`src/rtl/plank_ctrl.sv`:
```
// plank_ctrl: UART-programmed beam-steering controller for an 8-channel T/R plank.
// A 21-byte frame (0xAA, mask, 8x attn, 8x phase, ctrl, XOR checksum, 0x55)
// updates the live channel registers.  The override inputs act on the registered outputs.
// Optional build macro: PLANK_TX_ACK_EN sends an ACK (0x06) or NAK (0x15) byte after each frame.
module plank_ctrl #(
  parameter int CLKS_PER_BIT = 868
) (
  input  logic       i_clk,
  input  logic       i_rst,
  input  logic       i_rx_serial,
  input  logic       i_inhibit,
  input  logic       i_TR_pulse,
  input  logic       i_attn_31p5,
  input  logic       i_phase_180,
  output logic       o_tx_serial,
  output logic [7:0] o_ch_power,
  output logic [5:0] o_attn_ch1,
  output logic [5:0] o_attn_ch2,
  output logic [5:0] o_attn_ch3,
  output logic [5:0] o_attn_ch4,
  output logic [5:0] o_attn_ch5,
  output logic [5:0] o_attn_ch6,
  output logic [5:0] o_attn_ch7,
  output logic [5:0] o_attn_ch8,
  output logic [5:0] o_phase_ch1,
  output logic [5:0] o_phase_ch2,
  output logic [5:0] o_phase_ch3,
  output logic [5:0] o_phase_ch4,
  output logic [5:0] o_phase_ch5,
  output logic [5:0] o_phase_ch6,
  output logic [5:0] o_phase_ch7,
  output logic [5:0] o_phase_ch8,
  output logic       o_TR_Pulse,
  inout  wire        io_scl,
  inout  wire        io_sda
);

  localparam int CNT_W = $clog2(CLKS_PER_BIT);
  localparam int TO_W  = $clog2(32 * CLKS_PER_BIT);
  localparam logic [CNT_W-1:0] BIT_RELOAD  = CNT_W'(CLKS_PER_BIT - 1);
  localparam logic [CNT_W-1:0] HALF_RELOAD = CNT_W'(CLKS_PER_BIT / 2 - 1);
  localparam logic [TO_W-1:0]  TO_RELOAD   = TO_W'(32 * CLKS_PER_BIT - 1);

  // The I2C bus is reserved, so both lines are always released.
  assign io_scl = 1'bz;
  assign io_sda = 1'bz;

  typedef enum logic [1:0] {RX_IDLE, RX_START, RX_DATA, RX_STOP} rx_state_t;
  typedef enum logic [1:0] {P_WAIT_HDR, P_PAYLOAD, P_CHECK, P_FOOTER} p_state_t;

  logic [1:0]       rx_sync_q;
  logic             rx_prev_q;
  rx_state_t        rx_state_q;
  logic [CNT_W-1:0] rx_cnt_q;
  logic [2:0]       rx_idx_q;
  logic [7:0]       rx_shift_q;
  logic [7:0]       rx_byte_q;
  logic             rx_valid_q;
  logic             rx_bit;

  // Override synchronizers: bit0 inhibit, bit1 attn_31p5, bit2 phase_180, bit3 TR pulse.
  logic [3:0]       ovr_s1_q;
  logic [3:0]       ovr_s2_q;

  p_state_t         p_state_q;
  logic [4:0]       idx_q;
  logic [7:0]       xor_q;
  logic             cks_ok_q;
  logic [7:0]       shadow_q [18];
  logic [TO_W-1:0]  to_cnt_q;

  logic [7:0]       power_q;
  logic [5:0]       attn_q [8];
  logic [5:0]       phase_q [8];
  logic             tr_en_q;

  logic [7:0]       out_power_q;
  logic [5:0]       out_attn_q [8];
  logic [5:0]       out_phase_q [8];
  logic             out_tr_q;

`ifdef PLANK_TX_ACK_EN
  logic             verdict_q;
  logic             verdict_ack_q;
`endif

  assign rx_bit = rx_sync_q[1];

  // Two-stage synchronizers for the serial line and the override inputs.
  always_ff @(posedge i_clk or posedge i_rst) begin
    if (i_rst) begin
      rx_sync_q <= 2'b11;
      ovr_s1_q  <= 4'b0000;
      ovr_s2_q  <= 4'b0000;
    end else begin
      rx_sync_q <= {rx_sync_q[0], i_rx_serial};
      ovr_s1_q  <= {i_TR_pulse, i_phase_180, i_attn_31p5, i_inhibit};
      ovr_s2_q  <= ovr_s1_q;
    end
  end

  // UART receiver: falling-edge start, mid-bit sampling, and a low stop bit drops the byte.
  always_ff @(posedge i_clk or posedge i_rst) begin
    if (i_rst) begin
      rx_state_q <= RX_IDLE;
      rx_prev_q  <= 1'b1;
      rx_cnt_q   <= '0;
      rx_idx_q   <= '0;
      rx_shift_q <= '0;
      rx_byte_q  <= '0;
      rx_valid_q <= 1'b0;
    end else begin
      rx_prev_q  <= rx_bit;
      rx_valid_q <= 1'b0;
      case (rx_state_q)
        RX_IDLE: begin
          if (rx_prev_q && !rx_bit) begin
            rx_state_q <= RX_START;
            rx_cnt_q   <= HALF_RELOAD;
          end
        end
        RX_START: begin
          if (rx_cnt_q != '0) begin
            rx_cnt_q <= rx_cnt_q - 1'b1;
          end else if (!rx_bit) begin
            rx_state_q <= RX_DATA;
            rx_cnt_q   <= BIT_RELOAD;
            rx_idx_q   <= '0;
          end else begin
            rx_state_q <= RX_IDLE;
          end
        end
        RX_DATA: begin
          if (rx_cnt_q != '0) begin
            rx_cnt_q <= rx_cnt_q - 1'b1;
          end else begin
            rx_shift_q <= {rx_bit, rx_shift_q[7:1]};
            rx_cnt_q   <= BIT_RELOAD;
            if (rx_idx_q == 3'd7) rx_state_q <= RX_STOP;
            else                  rx_idx_q   <= rx_idx_q + 1'b1;
          end
        end
        RX_STOP: begin
          if (rx_cnt_q != '0) begin
            rx_cnt_q <= rx_cnt_q - 1'b1;
          end else begin
            if (rx_bit) begin
              rx_byte_q  <= rx_shift_q;
              rx_valid_q <= 1'b1;
            end
            rx_state_q <= RX_IDLE;
          end
        end
        default: rx_state_q <= RX_IDLE;
      endcase
    end
  end

  // Frame parser: header hunt, shadow capture, checksum and footer check, atomic commit, and timeout.
  always_ff @(posedge i_clk or posedge i_rst) begin
    if (i_rst) begin
      p_state_q <= P_WAIT_HDR;
      idx_q     <= '0;
      xor_q     <= '0;
      cks_ok_q  <= 1'b0;
      to_cnt_q  <= TO_RELOAD;
      power_q   <= '0;
      tr_en_q   <= 1'b0;
      for (int i = 0; i < 18; i++) shadow_q[5'(i)] <= '0;
      for (int i = 0; i < 8; i++) begin
        attn_q[3'(i)]  <= 6'h3F;
        phase_q[3'(i)] <= '0;
      end
`ifdef PLANK_TX_ACK_EN
      verdict_q     <= 1'b0;
      verdict_ack_q <= 1'b0;
`endif
    end else begin
`ifdef PLANK_TX_ACK_EN
      verdict_q <= 1'b0;
`endif
      if (p_state_q == P_WAIT_HDR || rx_valid_q) to_cnt_q <= TO_RELOAD;
      else if (to_cnt_q != '0)                   to_cnt_q <= to_cnt_q - 1'b1;

      if (p_state_q != P_WAIT_HDR && !rx_valid_q && to_cnt_q == '0) begin
        p_state_q <= P_WAIT_HDR;
      end else if (rx_valid_q) begin
        case (p_state_q)
          P_WAIT_HDR: begin
            if (rx_byte_q == 8'hAA) begin
              p_state_q <= P_PAYLOAD;
              idx_q     <= '0;
              xor_q     <= '0;
            end
          end
          P_PAYLOAD: begin
            shadow_q[idx_q] <= rx_byte_q;
            xor_q           <= xor_q ^ rx_byte_q;
            if (idx_q == 5'd17) p_state_q <= P_CHECK;
            else                idx_q     <= idx_q + 1'b1;
          end
          P_CHECK: begin
            cks_ok_q  <= (rx_byte_q == xor_q);
            p_state_q <= P_FOOTER;
          end
          P_FOOTER: begin
            if (cks_ok_q && rx_byte_q == 8'h55) begin
              power_q <= shadow_q[0];
              tr_en_q <= shadow_q[17][0];
              for (int i = 0; i < 8; i++) begin
                attn_q[3'(i)]  <= shadow_q[5'(i + 1)][5:0];
                phase_q[3'(i)] <= shadow_q[5'(i + 9)][5:0];
              end
            end
`ifdef PLANK_TX_ACK_EN
            verdict_q     <= 1'b1;
            verdict_ack_q <= cks_ok_q && (rx_byte_q == 8'h55);
`endif
            p_state_q <= P_WAIT_HDR;
          end
          default: p_state_q <= P_WAIT_HDR;
        endcase
      end
    end
  end

  // Registered output stage that combines the live registers with the synchronized overrides.
  always_ff @(posedge i_clk or posedge i_rst) begin
    if (i_rst) begin
      out_power_q <= '0;
      out_tr_q    <= 1'b0;
      for (int i = 0; i < 8; i++) begin
        out_attn_q[3'(i)]  <= 6'h3F;
        out_phase_q[3'(i)] <= '0;
      end
    end else begin
      out_power_q <= ovr_s2_q[0] ? 8'h00 : power_q;
      out_tr_q    <= ovr_s2_q[3] & tr_en_q & ~ovr_s2_q[0];
      for (int i = 0; i < 8; i++) begin
        out_attn_q[3'(i)]  <= ovr_s2_q[1] ? 6'h3F : attn_q[3'(i)];
        out_phase_q[3'(i)] <= phase_q[3'(i)] + {ovr_s2_q[2], 5'b00000};
      end
    end
  end

  assign o_ch_power  = out_power_q;
  assign o_TR_Pulse  = out_tr_q;
  assign o_attn_ch1  = out_attn_q[0];
  assign o_attn_ch2  = out_attn_q[1];
  assign o_attn_ch3  = out_attn_q[2];
  assign o_attn_ch4  = out_attn_q[3];
  assign o_attn_ch5  = out_attn_q[4];
  assign o_attn_ch6  = out_attn_q[5];
  assign o_attn_ch7  = out_attn_q[6];
  assign o_attn_ch8  = out_attn_q[7];
  assign o_phase_ch1 = out_phase_q[0];
  assign o_phase_ch2 = out_phase_q[1];
  assign o_phase_ch3 = out_phase_q[2];
  assign o_phase_ch4 = out_phase_q[3];
  assign o_phase_ch5 = out_phase_q[4];
  assign o_phase_ch6 = out_phase_q[5];
  assign o_phase_ch7 = out_phase_q[6];
  assign o_phase_ch8 = out_phase_q[7];

`ifdef PLANK_TX_ACK_EN
  logic             tx_q;
  logic             tx_busy_q;
  logic [8:0]       tx_shift_q;
  logic [3:0]       tx_bits_q;
  logic [CNT_W-1:0] tx_cnt_q;

  // ACK/NAK transmitter.  A verdict that arrives while a byte is in flight is dropped.
  always_ff @(posedge i_clk or posedge i_rst) begin
    if (i_rst) begin
      tx_q       <= 1'b1;
      tx_busy_q  <= 1'b0;
      tx_shift_q <= '0;
      tx_bits_q  <= '0;
      tx_cnt_q   <= '0;
    end else if (!tx_busy_q) begin
      if (verdict_q) begin
        tx_shift_q <= {1'b1, (verdict_ack_q ? 8'h06 : 8'h15)};
        tx_q       <= 1'b0;
        tx_busy_q  <= 1'b1;
        tx_bits_q  <= 4'd9;
        tx_cnt_q   <= BIT_RELOAD;
      end
    end else if (tx_cnt_q != '0) begin
      tx_cnt_q <= tx_cnt_q - 1'b1;
    end else if (tx_bits_q == 4'd0) begin
      tx_busy_q <= 1'b0;
      tx_q      <= 1'b1;
    end else begin
      tx_q       <= tx_shift_q[0];
      tx_shift_q <= {1'b0, tx_shift_q[8:1]};
      tx_bits_q  <= tx_bits_q - 1'b1;
      tx_cnt_q   <= BIT_RELOAD;
    end
  end

  assign o_tx_serial = tx_q;
`else
  assign o_tx_serial = 1'b1;
`endif

endmodule

```
`config.mk`:
```
export PLATFORM = sky130hd
export DESIGN_NAME = plank_ctrl
export DESIGN_NICKNAME = d
export VERILOG_FILES = /design/src/rtl/plank_ctrl.sv
export SDC_FILE = /design/constraint.sdc
export NUM_CORES = 1
export LEC_CHECK = 0
export CAP_MARGIN = 20
export CORE_MARGIN = 2
export CORE_UTILIZATION = 32
export DETAILED_ROUTE_END_ITERATION = 10
export HOLD_SLACK_MARGIN = 0.08
export PLACE_DENSITY = 0.56
export REMOVE_ABC_BUFFERS = 1
export SYNTH_ARGS = -nofsm -noshare
export SYNTH_HDL_FRONTEND = slang
export SYNTH_SLANG_ARGS = --single-unit
```
`constraint.sdc`:
```
create_clock -name i_clk -period 11.25 [get_ports i_clk]
set_clock_uncertainty 0.2 [all_clocks]
set_input_delay 2.25 -clock i_clk [delete_from_list [all_inputs] [get_ports i_clk]]
set_output_delay 2.25 -clock i_clk [all_outputs]
set_load 0.02 [all_outputs]
```
After elaboration in Yosys (flattened, before gate mapping):

Index checks and enable logic that the tools add are counted.

* mux-type cells: 41
* $lt $le $gt $ge: 2
* shift operators: 0
* equality and inequality tests: 24
* add/sub/neg operators: 8
* $mul: 0
* bitwise logic cells: 8
* divide/modulo/power cells: 0
* reductions and logical operators: 30

Operator list (number)
* $bwmux W144: 1
* $mux W10: 5
* $demux W8 S5: 1
* $pmux W10 S4: 1
* $mux W15: 2
* $add A6 B6 Y6: 4
* $mux W6: 4
* $mux W8: 3
* $mux W2: 10
* $ne A2 B2 Y1 const B: 9
* $pmux W2 S4: 2
* $pmux W8 S2: 1
* $logic_not A15 Y1: 1
* $reduce_and A3 Y1: 5
* $reduce_and A5 Y1: 3
* $reduce_bool A15 Y1: 1
* $sub A15 B1 Y15 const B: 1
* $mux W3: 4
* $reduce_and A4 Y1: 3
* $mux W5: 2
* $pmux W5 S2: 1
* $reduce_bool A10 Y1: 1
* $reduce_bool A2 Y1: 5
* $sub A10 B1 Y10 const B: 1
* other kinds (25): 42

* register bits after elaboration: 332
* output and inout port bits: 108
* input port bits: 7
* memory bits (writable): 0
* word-level logic and storage cells: 166
* memory bits (read-only): 0
* bits in latches: 0
* memories: 0

Longest topological paths before layout:

Gate-level depths: netlist (run 1).

* depth after elaboration: 6
* gate-level depth with buffers: 7
* depth with buffers taken out: 6

Worst setup path after synthesis (run 1):

OpenSTA, ideal clock, no wires.

* path type: reg-to-output
* from: register out_attn_q, in the netlist o_attn_ch1[0]
* to: output port o_attn_ch1[0]
* arrival time: 0.554 ns
* data required time: 8.800 ns
* path buffers: 0
* setup slack: 8.246 ns
* stages on the path, launching flop included: 1
* cell sequence: dfstp_2

RTL lines
* start: declaration: RTL line 78 `logic [5:0] out_attn_q [8];`
* start signal: indexed assignment: RTL line 240 `out_attn_q[3'(i)] <= ovr_s2_q[1] ? 6'h3F : attn_q[3'(i)];`
* end: declaration: RTL line 17 `output logic [5:0] o_attn_ch1,`

No word-level cell between the ends.

==> impl_metrics.ini, run 1 <==
[placed_design]
portBuffers = 63
gp_congestion = 0.800
hpwl_mm = 12.5

[critical_path]
r2r_start = rx_byte_q[2]$_DFFE_PP0P_
cp-end-kind = asynchronous set/reset pin
arrival_ns = 4.98
required_ns = 11.61
start_kind = input pin
r2r-end = power_q[0]$_DFFE_PP0P_
crit_type = input pin to asynchronous set/reset pin
r2r_slack_ns = 8.28
worst-path-max-fanout = 118
r2r_cells = 5

[floorplan]
start_util = 0.324
die-area_mm2 = 0.0342
die_h_um = 185
core_area_mm2 = 0.0324
die_w_um = 185
io_pins = 115
rows = 66

[synthesis]
netlist_area_mm2 = 0.0105
yosysTopAreaCell = dfrtp_1
yosysSeqAreaShare = 0.593
synthDominantCellAreaShare = 0.434
ys.flop_type = dfrtp_1
synth-xor-area-share = 0.00752
synthAdderAreaFrac = 0.0215
synth_top_family_by_area = multiplexers
muxShareOfSynthArea = 0.147
synth-seq-cells = 245
syn_inst = 806
yosysUniqueCellTypes = 71
syn_avg_cell_area_um2 = 13.0
synth_compound_area_frac = 0.0698
yosys-top-cells-area = dfrtp_1 43%, dfstp_2 16%, mux2_2 11%
async_flop_share = 0.996
synth_edf_count = 1
synthSimpleGateAreaFrac = 0.101
yosys_warnings = 48

[detailed_routing]
met2WireLength_mm = 9.37
drt_iter0_drc = 320
vias = 6161
wl_met1_mm = 9.28
routed_wl_mm = 19.7
wl_met3_um = 824
final_antenna_net_count = 0
drc = 0
wl_per_cell_um = 14.8
first_pass_iters = 4
routed.top_layer = met4
vias_per_cell = 4.63

[global_route]
grt_pass1_vias = 6207
grt.total_usage = 0.117
grt_remaining_overflow = 0
antenna_found_initial = 0
grt_max_degree = 119
grt_pass1_wl_mm = 32.8

[cells_and_area]
area_growth_pct = 16.8
seq_area_mm2 = 0.00621
fin_nets = 896
layout-drive-gt1-share = 0.280
antennaDiodeCount = 0
fin_util = 0.378
fillers = 3108
multi_input_comb_area_mm2 = 0.00383

[timing]
rsz0062_at_grt = false
slew_headroom = 0.410
drv_slew = 0
final_hold_viol_count = 0
period_needed_ns = 4.62
max_clock_freq_ghz = 0.217
worst_pin_slew_ns = 0.885
tns_ns = 0
setup_viol = 0
period_share = 0.410

[clock_tree]
cts_resized = 0
clk_latency_ns = 0.51
postCtsHoldBufs = 0
clk_pin_slew_ns = 0.06
h-tree-depth = 1
cts-root-buf = clkbuf_16
cts_tree = done
clock_sinks = 245
cts_buffers = 25
cts.path.max_buffers = 3
cts_setup_buffers = 0

[min_path]
min-delay-start = ovr_s1_q[2]$_DFF_PP0_
whs_endpoint = ovr_s2_q[2]$_DFF_PP0_
hp-class = flip-flop to flip-flop
holdPathStages = 0

[power]
p_leak_nw = 5.52
ir_drop_v = 0.0000824
powerDensity_mw_per_mm2 = 170

[run_status]
outcome = finished, final reports clean

[run]
max_cap_viol_count = 0
per-stage QoR:
| step | instances | power, mW | area [um^2] | setup WS [ns] | hold WS (ns) |
|---|---|---|---|---|---|
| floorplan | 774 | 1.17 | 10100 | 2.20 | 0.131 |
| global placement | 1285 | 1.24 | 11400 | 5.98 | 0.135 |
| detailed placement | 1285 | 1.25 | 11400 | 5.93 | 0.136 |
| CTS | 1330 | 2.11 | 12200 | 6.48 | 0.150 |
| global route | 1331 | 2.18 | 12200 | 6.17 | 0.152 |
| finish | 1331 | 2.08 | 12200 | 6.63 | 0.147 |
cell type report:
| type | count | area share |
|---|---|---|
| clock buffers | 36 | 0.0637 |
| clock inverters | 9 | 0.00695 |
| repair buffers | 70 | 0.0561 |
| multi-input cells | 506 | 0.313 |
| inverters | 23 | 0.00766 |
| flip-flops and latches | 245 | 0.507 |
| well taps | 442 | 0.0452 |
per-layer routing:
metal / GRT usage / vias up
li1: - / 2886
met2: 0.195 / 108
met3: 0.0216 / 24
met4: 0.0260 / 0
met5: 0 / -
met1: 0.160 / 3143
registers in the layout (all words and copies together) (netlist names), 3 cells and up, named ones only:
name and cells:
phase_q 24, shadow_q 57, o_phase_ch2 6, o_ch_power 8, attn_q 24, ovr_s1_q 4, o_phase_ch4 6, o_attn_ch2 6
o_attn_ch3 6, rx_cnt_q 10, o_phase_ch1 6, o_attn_ch1 6, o_attn_ch4 6, rx_shift_q 8, o_phase_ch3 6, rx_byte_q 8
rx_idx_q 3, xor_q 8, power_q 8, to_cnt_q 15, idx_q 5, ovr_s2_q 4
power breakdown:
part           leakage, nW  switching, mW  internal (mW)  total (mW)
clock                0.419          0.337          0.507       0.844
sequential            3.15         0.0291          0.913       0.942
combinational         1.95          0.181          0.111       0.292
critical path, cell delays in order:
cell,delay [ns]
clkdlybuf4s50_1,0.52
inv_8,0.58
buf_4,0.83
buf_4,0.69
synthesized netlist by cell type (all sizes together), types with 4 or more instances:
master / number
and3: 4
o31ai: 7
buf: 59
or3: 7
nor4bb: 5
nor2b: 11
nor4: 5
a41oi: 4
nand2: 30
nand4: 9
mux2i: 8
a2111oi: 4
ha: 18
dfrtp: 182
nor3: 14
nand3: 10
clkbuf: 22
or2: 26
a31oi: 6
o21ai: 40
inv: 23
nor2: 25
dfstp: 62
a21oi: 15
mux2: 130
nand2b: 11
and2: 5
xor2: 6
a211oi: 6
how the worst max path moves through the flow:
stage	startpoint	endpoint	slack, ns	cells after the start
4_1_cts	i_rst	power_q[6]$_DFFE_PP0P_	6.48	4
2_1_floorplan	i_rst	asynchronous set/reset pin	2.20	1
6_report	i_rst	rx_shift_q[0]$_DFFE_PP0P_	6.63	4
3_3_place_gp	i_rst	ovr_s1_q[3]$_DFF_PP0_	5.98	4
3_5_place_dp	i_rst	ovr_s1_q[3]$_DFF_PP0_	5.93	4
5_1_grt	i_rst	o_ch_power[4]$_DFF_PP0_	6.17	4
cells by family (layout without fill, tap and decap cells):
kind of cell    Yosys count  in the layout
xor+xnor                  9              9
flops                   245            245
compound gates          110            110
other cells               2             51
simple gates            180            180
buf+inv                 104            138
fa+ha+maj                18             18
mux                     138            138
placed cells by master, fill, tap and decap left out, types with 15 or more instances in the layout:
cell type,count
dfrtp_1,182
ha_1,18
nor2_1,25
clkbuf_16,28
inv_1,21
dfstp_2,62
a21oi_1,15
mux2_1,30
nand2_1,30
mux2_2,100
o21ai_0,39
conb_1,51
clkdlybuf4s50_1,63
or2_2,26
Note: power is estimated with default switching activity, not from simulation.
==> inputs of run 2 (changes only) <==
--- a/config.mk
+++ b/config.mk
@@ -10,7 +10,7 @@
 export CORE_UTILIZATION = 32
 export DETAILED_ROUTE_END_ITERATION = 10
 export HOLD_SLACK_MARGIN = 0.08
-export PLACE_DENSITY = 0.56
+export PLACE_DENSITY = 0.58
 export REMOVE_ABC_BUFFERS = 1
 export SYNTH_ARGS = -nofsm -noshare
 export SYNTH_HDL_FRONTEND = slang
==> constraint.sdc (replaced) <==
create_clock -name i_clk -period 3.7 [get_ports i_clk]
set_clock_uncertainty 0.2 [all_clocks]
set_input_delay 0.74 -clock i_clk [delete_from_list [all_inputs] [get_ports i_clk]]
set_output_delay 0.74 -clock i_clk [all_outputs]
set_load 0.02 [all_outputs]
==> run 2 against run 1 <==
  * Sequential share of layout area decreased by 0.68 points
  * Wire length down 0.48%
  * Setup slack worse by 5.8 ns
  * Power rose to 3.1 times the previous value
  * Register-to-register slack worse by 7.4 ns
  * Core utilization rose by 0.51 points
  * Largest power group unchanged
  * First-iteration DRC count shrank 6.9%
  * Via count increased by 0.71%
  * Final area is 1.4% higher
  * Global-route usage up 0.060 points
  * Die area did not move
==> impl_metrics.ini, run 2 (same netlist as run 1, synthesis figures left out) <==
[run_status]
outcome = finished, final reports clean

[cells_and_area]
layout_common_cells = 182 x dfrtp_1, 100 x mux2_2, 63 x clkdlybuf4s50_1
fin_nets = 906
layout-drive-gt1-share = 0.287
layout.cells.most_common = dfrtp_1
reg.largest.list = shadow_q: 57 flops, attn_q: 24 flops, phase_q: 24 flops
largest_register_ff_count = 57
fin_util = 0.384
fillers = 3131
antennaDiodeCount = 0
largest-register = shadow_q
area_growth_pct = 18.4

[timing]
period_share = 0.770
max_clock_freq_ghz = 0.351
slew_headroom = 0.493
setup_viol = 0
drv_slew = 0
final_hold_viol_count = 0
final.setup.worst_slack_ns = 0.850
period_needed_ns = 2.85
rsz0062_at_grt = false
worst_pin_slew_ns = 0.757

[clock_tree]
cts.path.max_buffers = 3
cts_resized = 0
clk_pin_slew_ns = 0.06
cts_buffers = 27
cts_tree = done
clk_latency_ns = 0.54
postCtsHoldBufs = 0
cts-root-buf = clkbuf_16
h-tree-depth = 1
cts_setup_buffers = 0
clock_sinks = 245

[placed_design]
dp_slack_ns = 0.799
gp_congestion = 0.773
portBuffers = 63
hpwl_mm = 12.7

[floorplan]
core_area_mm2 = 0.0324
io_pins = 115
start_util = 0.324
die_w_um = 185
die_h_um = 185
die-area_mm2 = 0.0342
rows = 66

[detailed_routing]
drc = 0
vias = 6205
drt_iter0_drc = 298
routed_wl_mm = 19.6
vias_per_cell = 4.62
wl_per_cell_um = 14.6
final_antenna_net_count = 0
first_pass_iters = 4

[global_route]
antenna_found_initial = 0
grt_max_degree = 81
grt_pass1_vias = 6168
grt_remaining_overflow = 0
grt_pass1_wl_mm = 33.0
grt.total_usage = 0.118

[critical_path]
start_kind = flip-flop
r2r-end = phase_q[34]$_DFFE_PP0P_
r2r_cells = 5
crit_type = flip-flop to flip-flop
cp-end-kind = flip-flop
required_ns = 3.91
r2r_start = rx_byte_q[2]$_DFFE_PP0P_
r2r_slack_ns = 0.85
worst-path-max-fanout = 19
arrival_ns = 3.06

[power]
power_mw = 6.41
powerDensity_mw_per_mm2 = 517
p_leak_nw = 5.61
ir_drop_v = 0.000326

[min_path]
whs_endpoint = ovr_s2_q[0]$_DFF_PP0_
hp-class = flip-flop to flip-flop
min-delay-start = ovr_s1_q[0]$_DFF_PP0_
holdPathStages = 0

[run]
max_cap_viol_count = 0
## run 2: area by class of cell
cell class | count | area [um^2] | share of cell area
Timing Repair Buffer | 78 | 806 | 0.0649
Tap cell | 442 | 553 | 0.0445
Multi-Input combinational cell | 506 | 3830 | 0.309
Clock buffer | 41 | 820 | 0.0660
Inverter | 23 | 93.8 | 0.00756
Clock inverter | 9 | 93.8 | 0.00756
Sequential cell | 245 | 6210 | 0.501
## run 2: worst max path at each step
stage                                   from                    endpoint  slack (ns)  depth (start not counted)
floorplan                              i_rst  asynchronous set/reset pin       -3.84                          1
global placement    rx_byte_q[2]$_DFFE_PP0P_      power_q[0]$_DFFE_PP0P_        0.82                          5
detailed placement  rx_byte_q[2]$_DFFE_PP0P_      power_q[4]$_DFFE_PP0P_        0.80                          5
CTS                 rx_byte_q[2]$_DFFE_PP0P_     phase_q[34]$_DFFE_PP0P_        0.76                          5
global route        p_state_q[1]$_DFFE_PP0P_   shadow_q[138]$_DFFE_PP0P_        0.63                          6
finish              rx_byte_q[2]$_DFFE_PP0P_     phase_q[34]$_DFFE_PP0P_        0.85                          5
## run 2: per-stage QoR
stage | hold WS [ns] | setup TNS, ns | area (um^2) | instances
after floorplan | 0.131 | -823.46 | 10100 | 774
after global placement | 0.134 | 0 | 11500 | 1294
after detailed placement | 0.137 | 0 | 11500 | 1294
after CTS | 0.151 | 0 | 12400 | 1344
after global routing | 0.161 | 0 | 12400 | 1344
final | 0.147 | 0 | 12400 | 1344
## run 2: where the power goes
part           switching (mW)  leakage [nW]  total [mW]  internal [mW]
clock network            1.07         0.447        2.68           1.61
registers              0.0870          3.15        2.86           2.78
logic                   0.531          2.01       0.874          0.343
total                    1.69          5.61        6.41           4.73
## run 2: metal layers
metal  wire [um]  track usage  part of all wire  vias up
met5           0            0                 0        -
met4         430       0.0314             0.022        0
met3         904       0.0206             0.046       34
met2        8930        0.184              0.45      143
met1        9360        0.169              0.48     3116
li1            -            -                 -     2912
## run 2: critical path: stages, from the launching register on
cell and delay [ns]:
dfrtp_1 0.66, inv_2 0.08, or4_4 0.54, nor4_4 0.66, buf_12 0.25, mux2_1 0.33
==> inputs of run 3 (changes only) <==
--- a/config.mk
+++ b/config.mk
@@ -10,7 +10,7 @@
 export CORE_UTILIZATION = 32
 export DETAILED_ROUTE_END_ITERATION = 10
 export HOLD_SLACK_MARGIN = 0.08
-export PLACE_DENSITY = 0.58
+export PLACE_DENSITY = 0.56
 export REMOVE_ABC_BUFFERS = 1
 export SYNTH_ARGS = -nofsm -noshare
 export SYNTH_HDL_FRONTEND = slang
==> constraint.sdc (replaced) <==
create_clock -name i_clk -period 2.9 [get_ports i_clk]
set_clock_uncertainty 0.2 [all_clocks]
set_input_delay 0.58 -clock i_clk [delete_from_list [all_inputs] [get_ports i_clk]]
set_output_delay 0.58 -clock i_clk [all_outputs]
set_load 0.02 [all_outputs]
==> run 3 against run 2 <==
  * Sequential share of layout area shrank 0.67 points
  * Clock-buffer cell count shrank 3
  * Core utilization rose by 0.52 points
  * Power is 32% higher
  * Largest cell class unchanged
==> impl_metrics.ini, run 3 (same netlist as run 1, synthesis figures left out) <==
[detailed_routing]
drc = 0
first_pass_iters = 5
met2WireLength_mm = 9.25
final_antenna_net_count = 0
drt_iter0_drc = 304
vias_per_cell = 4.54
routed.top_layer = met4
wl_met3_um = 768
vias = 6155
wl_per_cell_um = 14.3
wl_met1_mm = 9.04
routed_wl_mm = 19.5

[clock_tree]
cts-root-buf = clkbuf_16
postCtsHoldBufs = 0
cts_resized = 0
cts_setup_buffers = 0
clk_pin_slew_ns = 0.06
cts_buffers = 27
cts.path.max_buffers = 3
clk_latency_ns = 0.54
cts_tree = done
h-tree-depth = 1
clock_sinks = 245

[critical_path]
worst-path-max-fanout = 1
crit_type = flip-flop to primary output
required_ns = 2.12
r2r-end = idx_q[4]$_DFFE_PP0P_
r2r_start = idx_q[1]$_DFFE_PP0P_
cp_cell_sequence = clkdlybuf4s50_1
cp_slowest_cell = clkdlybuf4s50_1
r2r_cells = 6
critPathBufInv = 1
cp-end-kind = primary output
r2r_slack_ns = 0.54
critPathMaxStageDelay_ns = 0.60
arrival_ns = 1.66
crit_family = buffers and inverters
start_kind = flip-flop

[cells_and_area]
layout_common_cells = 182 x dfrtp_1, 100 x mux2_2, 63 x clkdlybuf4s50_1
largest_register_ff_count = 57
largest-register = shadow_q
layout.cells.most_common = dfrtp_1
seq_area_mm2 = 0.00621
fillers = 3134
area_growth_pct = 20.0
antennaDiodeCount = 0
reg.largest.list = shadow_q: 57 flops, attn_q: 24 flops, phase_q: 24 flops
multi_input_comb_area_mm2 = 0.00383
fin_util = 0.389
fin_nets = 919
layout-drive-gt1-share = 0.301

[run]
max_cap_viol_count = 0

[timing]
setup_viol = 0
final_hold_viol_count = 0
rsz0062_at_grt = false
period_needed_ns = 2.44
drv_slew = 0
slew_headroom = 0.542
period_share = 0.841
tns_ns = 0
worst_pin_slew_ns = 0.684
max_clock_freq_ghz = 0.410

[min_path]
holdPathStages = 0
min-delay-start = ovr_s1_q[0]$_DFF_PP0_
whs_endpoint = ovr_s2_q[0]$_DFF_PP0_
hp-class = flip-flop to flip-flop

[global_route]
grt_max_degree = 62
grt_pass1_wl_mm = 32.9
antenna_found_initial = 0
grt_remaining_overflow = 0
grt_pass1_vias = 6180
grt.total_usage = 0.118

[placed_design]
portBuffers = 63
hpwl_mm = 12.7
gp_congestion = 0.830

[floorplan]
core_area_mm2 = 0.0324
rows = 66
start_util = 0.324
die-area_mm2 = 0.0342
die_h_um = 185
io_pins = 115
die_w_um = 185

[power]
ir_drop_v = 0.000455
powerDensity_mw_per_mm2 = 673
p_leak_nw = 5.72

[run_status]
outcome = finished, final reports clean
-- run 3: per-layer routing --
layer  GRT usage  vias to the layer above
li1            -                     2941
met1       0.157                     3074
met2       0.199                      106
met3      0.0212                       34
met4      0.0295                        0
met5           0                        -
-- run 3: cell type report --
cell class	count	share of cell area
multi-input cells	506	0.305
repair buffers	91	0.0718
clock inverters	12	0.0149
flip-flops and latches	245	0.494
well taps	442	0.0439
inverters	23	0.00746
clock buffers	38	0.0633
-- run 3: stage by stage --
step / power [mW] / instances / hold slack [ns] / cell area, um^2 / setup WS (ns)
final: 8.47 / 1357 / 0.146 / 12600 / 0.462
after global routing: 8.91 / 1357 / 0.157 / 12600 / 0.301
after CTS: 8.61 / 1357 / 0.150 / 12600 / 0.408
after detailed placement: 4.85 / 1307 / 0.136 / 11600 / 0.542
after global placement: 4.87 / 1307 / 0.135 / 11600 / 0.589
after floorplan: 4.52 / 774 / 0.131 / 10100 / -4.48
-- run 3: report_power, final --
part	switching, mW	internal, mW	leakage (nW)
logic	0.684	0.464	2.08
registers	0.108	3.54	3.15
clock network	1.39	2.28	0.481
total	2.18	6.29	5.72
-- run 3: how the worst max path moves through the flow --
stage / cells past startpoint / start / endpoint / slack [ns]
2_1_floorplan: 1 / i_rst / asynchronous set/reset pin / -4.48
3_3_place_gp: 5 / rx_byte_q[4]$_DFFE_PP0P_ / xor_q[0]$_DFFE_PP0P_ / 0.59
3_5_place_dp: 5 / rx_byte_q[4]$_DFFE_PP0P_ / xor_q[1]$_DFFE_PP0P_ / 0.54
4_1_cts: 1 / o_attn_ch4[5]$_DFF_PP1_ / o_attn_ch4[5] / 0.41
5_1_grt: 6 / idx_q[1]$_DFFE_PP0P_ / idx_q[4]$_DFFE_PP0P_ / 0.30
6_report: 1 / o_attn_ch4[5]$_DFF_PP1_ / o_attn_ch4[5] / 0.46
